--- src/rtl/muldiv_pkg.sv ---
// muldiv_pkg: shared op codes, sequencer state encoding and helpers for muldiv_seq.
// Contents: OP_* instruction codes, state_t (IDLE/MUL/DIV/FIX), DIV_CYCLES, CNT_W, mag32().
// No logic of its own; imported by muldiv_seq and div_step.
package muldiv_pkg;

  localparam logic [2:0] OP_MULT  = 3'b000;
  localparam logic [2:0] OP_MULTU = 3'b001;
  localparam logic [2:0] OP_DIV   = 3'b010;
  localparam logic [2:0] OP_DIVU  = 3'b011;
  localparam logic [2:0] OP_MTHI  = 3'b100;
  localparam logic [2:0] OP_MTLO  = 3'b101;

  // One restoring step per quotient bit.
  localparam int DIV_CYCLES = 32;

  // Counter width: holds DIV_CYCLES (32) and MUL_LAT (1..8).
  localparam int CNT_W = 6;

  typedef enum logic [1:0] {
    IDLE = 2'd0,
    MUL  = 2'd1,
    DIV  = 2'd2,
    FIX  = 2'd3
  } state_t;

  // Two's-complement magnitude. 32'h8000_0000 maps to itself, which is the
  // correct unsigned magnitude of -2^31.
  function automatic logic [31:0] mag32(input logic [31:0] x);
    return x[31] ? (~x + 32'd1) : x;
  endfunction

endpackage

--- src/rtl/div_step.sv ---
// div_step: one restoring-division iteration on unsigned magnitudes.
// Latency: combinational, zero cycles.
// Backpressure: none; the caller registers the outputs once per cycle.
// Ports: rem_in/quo_in/dvs in (partial remainder, quotient/dividend shift
//        register, divisor); rem_out/quo_out are the next iteration state.
module div_step
  import muldiv_pkg::*;
(
  input  logic [32:0] rem_in,
  input  logic [31:0] quo_in,
  input  logic [31:0] dvs,
  output logic [32:0] rem_out,
  output logic [31:0] quo_out
);

  logic [33:0] shifted;
  logic [33:0] trial;

  // Shift the next dividend bit into the remainder and try to subtract the
  // divisor. A set MSB means the subtraction went negative: restore.
  assign shifted = {rem_in, quo_in[31]};
  assign trial   = shifted - {2'b00, dvs};

  always_comb begin
    rem_out = shifted[32:0];
    quo_out = {quo_in[30:0], 1'b0};
    if (!trial[33]) begin
      rem_out = trial[32:0];
      quo_out = {quo_in[30:0], 1'b1};
    end
  end

endmodule

--- src/rtl/muldiv_seq.sv ---
// muldiv_seq: multi-cycle MULT/MULTU/DIV/DIVU/MTHI/MTLO sequencer owning HI/LO.
// Latency: MTHI/MTLO 1 cycle; MUL MUL_LAT cycles; DIV 33 cycles (32 steps + sign fix).
// Backpressure: start is ignored while busy; stall = busy & (start | rd_hilo) holds the pipe.
// Ports: clk, rst (sync, active-high); start/op/a/b issue an instruction;
//        rd_hilo flags MFHI/MFLO in execute; cancel aborts the in-flight op;
//        hi/lo are the architectural registers; busy/stall/done report progress.
module muldiv_seq
  import muldiv_pkg::*;
#(
  parameter int MUL_LAT = 4
) (
  input  logic        clk,
  input  logic        rst,
  input  logic        start,
  input  logic [2:0]  op,
  input  logic [31:0] a,
  input  logic [31:0] b,
  input  logic        rd_hilo,
  input  logic        cancel,
  output logic [31:0] hi,
  output logic [31:0] lo,
  output logic        busy,
  output logic        stall,
  output logic        done
);

  state_t           state;
  logic [CNT_W-1:0] cnt;

  // Multiply operands; op_a also keeps the raw dividend for divide-by-zero.
  logic [31:0] op_a;
  logic [31:0] op_b;
  logic        mul_sgn;

  // Divide datapath, all on magnitudes.
  logic [32:0] rem;
  logic [31:0] quo;
  logic [31:0] dvs;
  logic        neg_q;
  logic        neg_r;
  logic        div_zero;

  logic [32:0] rem_nxt;
  logic [31:0] quo_nxt;
  logic [63:0] ext_a;
  logic [63:0] ext_b;
  logic [63:0] product;
  logic [31:0] q_fix;
  logic [31:0] r_fix;
  logic        div_sgn;

  div_step u_div_step (
    .rem_in  (rem),
    .quo_in  (quo),
    .dvs     (dvs),
    .rem_out (rem_nxt),
    .quo_out (quo_nxt)
  );

  // Extend to 64 bits first; the low 64 bits of the product are then correct
  // for both signed and unsigned operands.
  assign ext_a   = mul_sgn ? {{32{op_a[31]}}, op_a} : {32'd0, op_a};
  assign ext_b   = mul_sgn ? {{32{op_b[31]}}, op_b} : {32'd0, op_b};
  assign product = ext_a * ext_b;

  // Truncating division: quotient negative when signs differ, remainder
  // follows the dividend.
  assign q_fix = neg_q ? (~quo + 32'd1) : quo;
  assign r_fix = neg_r ? (~rem[31:0] + 32'd1) : rem[31:0];

  assign div_sgn = (op == OP_DIV);

  assign busy  = (state != IDLE);
  assign stall = busy & (start | rd_hilo);

  always_ff @(posedge clk) begin
    if (rst) begin
      state    <= IDLE;
      cnt      <= '0;
      hi       <= '0;
      lo       <= '0;
      done     <= 1'b0;
      op_a     <= '0;
      op_b     <= '0;
      mul_sgn  <= 1'b0;
      rem      <= '0;
      quo      <= '0;
      dvs      <= '0;
      neg_q    <= 1'b0;
      neg_r    <= 1'b0;
      div_zero <= 1'b0;
    end else begin
      done <= 1'b0;
      case (state)
        IDLE: begin
          if (start && !cancel) begin
            case (op)
              OP_MTHI: hi <= a;
              OP_MTLO: lo <= a;
              OP_MULT, OP_MULTU: begin
                op_a    <= a;
                op_b    <= b;
                mul_sgn <= (op == OP_MULT);
                cnt     <= CNT_W'(MUL_LAT);
                state   <= MUL;
              end
              OP_DIV, OP_DIVU: begin
                op_a     <= a;
                rem      <= '0;
                quo      <= div_sgn ? mag32(a) : a;
                dvs      <= div_sgn ? mag32(b) : b;
                neg_q    <= div_sgn & (a[31] ^ b[31]);
                neg_r    <= div_sgn & a[31];
                div_zero <= (b == 32'd0);
                cnt      <= CNT_W'(DIV_CYCLES);
                state    <= DIV;
              end
              default: ;
            endcase
          end
        end

        MUL: begin
          if (cancel) begin
            state <= IDLE;
            cnt   <= '0;
          end else if (cnt == CNT_W'(1)) begin
            {hi, lo} <= product;
            done     <= 1'b1;
            cnt      <= '0;
            state    <= IDLE;
          end else begin
            cnt <= cnt - CNT_W'(1);
          end
        end

        DIV: begin
          if (cancel) begin
            state <= IDLE;
            cnt   <= '0;
          end else begin
            rem <= rem_nxt;
            quo <= quo_nxt;
            cnt <= cnt - CNT_W'(1);
            if (cnt == CNT_W'(1)) state <= FIX;
          end
        end

        FIX: begin
          if (!cancel) begin
            if (div_zero) begin
              lo <= 32'hFFFF_FFFF;
              hi <= op_a;
            end else begin
              lo <= q_fix;
              hi <= r_fix;
            end
            done <= 1'b1;
          end
          state <= IDLE;
        end

        default: state <= IDLE;
      endcase
    end
  end

endmodule

--- config.mk ---
export PLATFORM = sky130hd
export DESIGN_NAME = muldiv_seq
export DESIGN_NICKNAME = d
export VERILOG_FILES = /design/src/rtl/muldiv_pkg.sv /design/src/rtl/div_step.sv /design/src/rtl/muldiv_seq.sv
export SDC_FILE = /design/constraint.sdc
export NUM_CORES = 2
export LEC_CHECK = 0
export CORE_MARGIN = 2
export CORE_UTILIZATION = 43
export CTS_BUF_LIST = sky130_fd_sc_hd__clkbuf_2 sky130_fd_sc_hd__clkbuf_4 sky130_fd_sc_hd__clkbuf_8
export DETAILED_ROUTE_END_ITERATION = 10
export MAX_ROUTING_LAYER = met4
export PLACE_DENSITY_LB_ADDON = 0.25
export RECOVER_POWER = 100
export SYNTH_ARGS = -nofsm -noshare
export SYNTH_HDL_FRONTEND = slang
export SYNTH_SLANG_ARGS = --single-unit
export TNS_END_PERCENT = 1
--- constraint.sdc ---
create_clock -name clk -period 24.3 [get_ports clk]
set_input_delay 3.645 -clock clk [delete_from_list [all_inputs] [get_ports clk]]
set_output_delay 3.645 -clock clk [all_outputs]
set_load 0.02 [all_outputs]
==> impl_metrics.py <==
metrics = {
    "run_status": {
        "outcome": "complete, but fails checks",
        "violations": "DRC, capacitance limit, slew limit",
    },
    "logic_synthesis": {
        "post-synth-top-area-cell": "sky130_fd_sc_hd__fa_1",
        "syn_nets": 8912,
        "synth_top_area_frac": 0.4570,
        "ys_ff_latch": 238,
        "synth_area_leaders": "sky130_fd_sc_hd__fa_1, sky130_fd_sc_hd__inv_1, sky130_fd_sc_hd__dfxtp_1",
        "postSynth.topFlopCell": "sky130_fd_sc_hd__dfxtp_1",
        "syn-mean-instance-area_um2": 8.798,
        "post_synth_inst_count": 7070,
        "synth_sequential_area_ratio": 0.07660,
        "synth.distinct_cells": 71,
        "yosysWarnings": 0,
        "syn-cell-area_um2": 62200,
        "async_flop_share": 0,
        "synth_edf_count": 0,
    },
    "min_path": {
        "endpoint_with_the_worst_hold_slack": "op_b[19]",
        "holdCritPathClass": "reg -> reg",
        "hold_depth": 2,
        "hold_start": "op_b[19]",
    },
    "setup_path": {
        "worst_r2r_startpoint": "op_a[5]",
        "timing.critical_path.slowest_stage_cell": "sky130_fd_sc_hd__clkbuf_1",
        "ff2ff_setup_slack_ns": 13.07,
        "cp.arrival_ns": 11.74,
        "endpoint_kind": "register",
        "number_of_cells_on_the_worst_reg_to_reg_path": 32,
        "critical_path_required_ns": 24.81,
        "crit_path_max_incr_delay_ns": 1.59,
        "cp-start-kind": "register",
        "crit_type": "reg -> reg",
        "critPathMaxFanout": 27,
        "critical_path.most_common_cell": "sky130_fd_sc_hd__fa_1",
        "reg2reg_to": "hi[31]",
    },
    "timing": {
        "grt_setup_unrepaired": "no",
        "final_hold_violating_endpoints": 0,
        "post-route-worst-setup-slack_ns": 13.07,
        "finalSetupViolCount": 0,
        "layout_worst_path_cycle_share": 0.4622,
        "final-max-slew-violation-count": 282,
        "fin_crit_period_ns": 11.23,
        "timing.clock.skew_ns": 0.02124,
        "setup_tns_final_ns": 0,
        "max_slew_margin": -1.976,
        "fmaxAchievable_mhz": 89.04,
        "max_slew.worst_pin.slew_ns": 4.464,
    },
    "place": {
        "dp.final_hpwl_um": 160800,
        "routabilityCongestion": 0.9856,
        "numPortBuffers": 138,
        "post-place-cells": 8794,
        "pre_cts_slack_ns": 13.70,
    },
    "clocking": {
        "cts_num_sinks": 238,
        "cts-htree-levels": 2,
        "clock_buffer_count_from_cts": 46,
        "cts_post_setup_buffers_inserted": 0,
        "cts_max_path_buffers": 3,
        "cts_hold_buf": 0,
        "worst_skew_late_latency_ns": 0.64,
        "clock_tree.root_cell": "sky130_fd_sc_hd__clkbuf_8",
        "cts.repair.resized": 0,
        "cts_tree": "done",
        "clock_pin_slew_worst_setup_and_hold_paths_ns": 0.06,
    },
    "floorplanning": {
        "core_um2": 143700,
        "io_pins": 139,
        "die_y_um": 384.3,
        "placement_rows": 139,
        "die_area_um2": 147700,
        "initial_utilization": 0.4330,
        "die-width_um": 384.3,
    },
    "grt": {
        "overflow": 0,
        "number_of_antenna_violations_at_the_first_check_in_global_routing": 13,
        "grt_util_all_layers": 0.2904,
        "grt_pass1_vias": 51050,
        "grt_first_pass_wirelength_um": 315000,
        "pin_count_of_the_biggest_net_entering_global_routing": 87,
    },
    "cells_and_area": {
        "fin_cells": 8883,
        "layout_common_cells": "sky130_fd_sc_hd__inv_1, sky130_fd_sc_hd__fa_1, sky130_fd_sc_hd__nand2_1, sky130_fd_sc_hd__and2_1, sky130_fd_sc_hd__ha_1",
        "mostFrequentLayoutCell": "sky130_fd_sc_hd__inv_1",
        "final_net_count": 8781,
        "fraction_of_final_layout_cells_sized_beyond_drive_strength_1": 0.03256,
        "flow.area_growth_from_synthesis_pct": 6.419,
    },
    "power": {
        "vdd_drop_max_mv": 0.09411,
        "power_uw": 1694,
        "power_per_cell_area_nw_per_um2": 25.60,
        "leakage_component_of_the_power_uw": 0.03243,
    },
    "detailed_routing": {
        "drt_first_iter_violations": 3697,
        "routed-via-count": 47720,
        "detail_route.wl_per_cell_um": 22.75,
        "drt_pass1_iterations": 9,
        "routed_via_density": 5.372,
        "totalWireLength_um": 202100,
        "antenna_left": 0,
        "drc": 2,
    },
    "run": {
        "maxCapViolations": 6,
    },
}
synth_stat cells (all sizes together), types with 37 or more instances:
| library cell | n |
|---|---|
| and2 | 579 |
| or3 | 38 |
| xnor2 | 163 |
| a221oi | 38 |
| and3 | 40 |
| o21ai | 257 |
| nand2 | 927 |
| nor2 | 151 |
| a21o | 38 |
| xor2 | 97 |
| fa | 1420 |
| a211oi | 37 |
| ha | 350 |
| a21oi | 259 |
| dfxtp | 238 |
| clkbuf | 387 |
| nand3 | 59 |
| inv | 1584 |
power by group:
part           switching [uW]  internal, uW  total [uW]
sequential               58.2           434         492
combinational             512           235         748
clock                     198           257         455
flip-flops by register name (all words and copies together), names as in the netlist:
signal / count
quo: 32
op_b: 32
cnt: 6
op_a: 32
div_zero: 1
dvs: 32
lo: 32
neg_r: 1
hi: 32
mul_sgn: 1
neg_q: 1
state: 2
rem: 33
done: 1
kinds of logic (layout without fill, tap and decap cells):
kind of cell,count (synthesis),after routing,synth area share
other,0,8,0
AND/OR/NAND/NOR,1936,1936,0.1506
AO/OA/AOI/OAI,857,857,0.08561
multiplexers,13,13,0.002152
buffers and inverters,1992,1894,0.1203
XOR/XNOR,260,260,0.03661
adder cells (fa/ha/maj),1774,1774,0.5281
flip-flops,238,238,0.07660
routing by layer:
| layer | GRT usage | vias up | wire length, um |
|---|---|---|---|
| met1 | 0.3751 | 24680 | 83200 |
| met3 | 0.03067 | 410 | 11750 |
| met2 | 0.4650 | 1637 | 95770 |
| met5 | - | - | 0 |
| met4 | 0.1251 | 0 | 11340 |
| li1 | - | 21000 | - |
metrics by stage:
step	instance area, um2	hold slack, ns	util
after floorplan	62200	0.4319	-
after global placement	65190	0.4413	0.4538
after detailed placement	65190	0.4467	0.4538
after CTS	66200	0.4552	0.4608
after global routing	66180	0.4745	0.4607
final	66190	0.4526	0.4608
cell type report:
cell class | instances | area [um2]
fillers | 14180 | 77460
multi-input cells | 4840 | 50010
inverters | 1584 | 5946
flip-flops and latches | 238 | 4792
well taps | 1903 | 2381
repair buffers | 229 | 2036
clock buffers | 71 | 902.1
clock inverters | 10 | 108.9
diodes | 8 | 20.02
how the worst max path moves through the flow:
stage | from | end | cells past startpoint
floorplan | op_a[31] | hi[31] | 30
global placement | mul_sgn | hi[31] | 27
detailed placement | mul_sgn | hi[31] | 27
CTS | mul_sgn | hi[31] | 27
global route | op_a[5] | hi[31] | 32
finish | op_a[5] | hi[31] | 32
worst max-delay path, delay by kind of cell (launching register included):
family | cells | cell delay (ns)
flip-flops | 1 | 1.04
AO/OA/AOI/OAI | 6 | 1.67
multiplexers | 1 | 0.32
AND/OR/NAND/NOR | 4 | 0.90
adder cells (fa/ha/maj) | 11 | 5.00
buffers and inverters | 10 | 2.16
No activity file was read; power rests on OpenSTA's default activity.
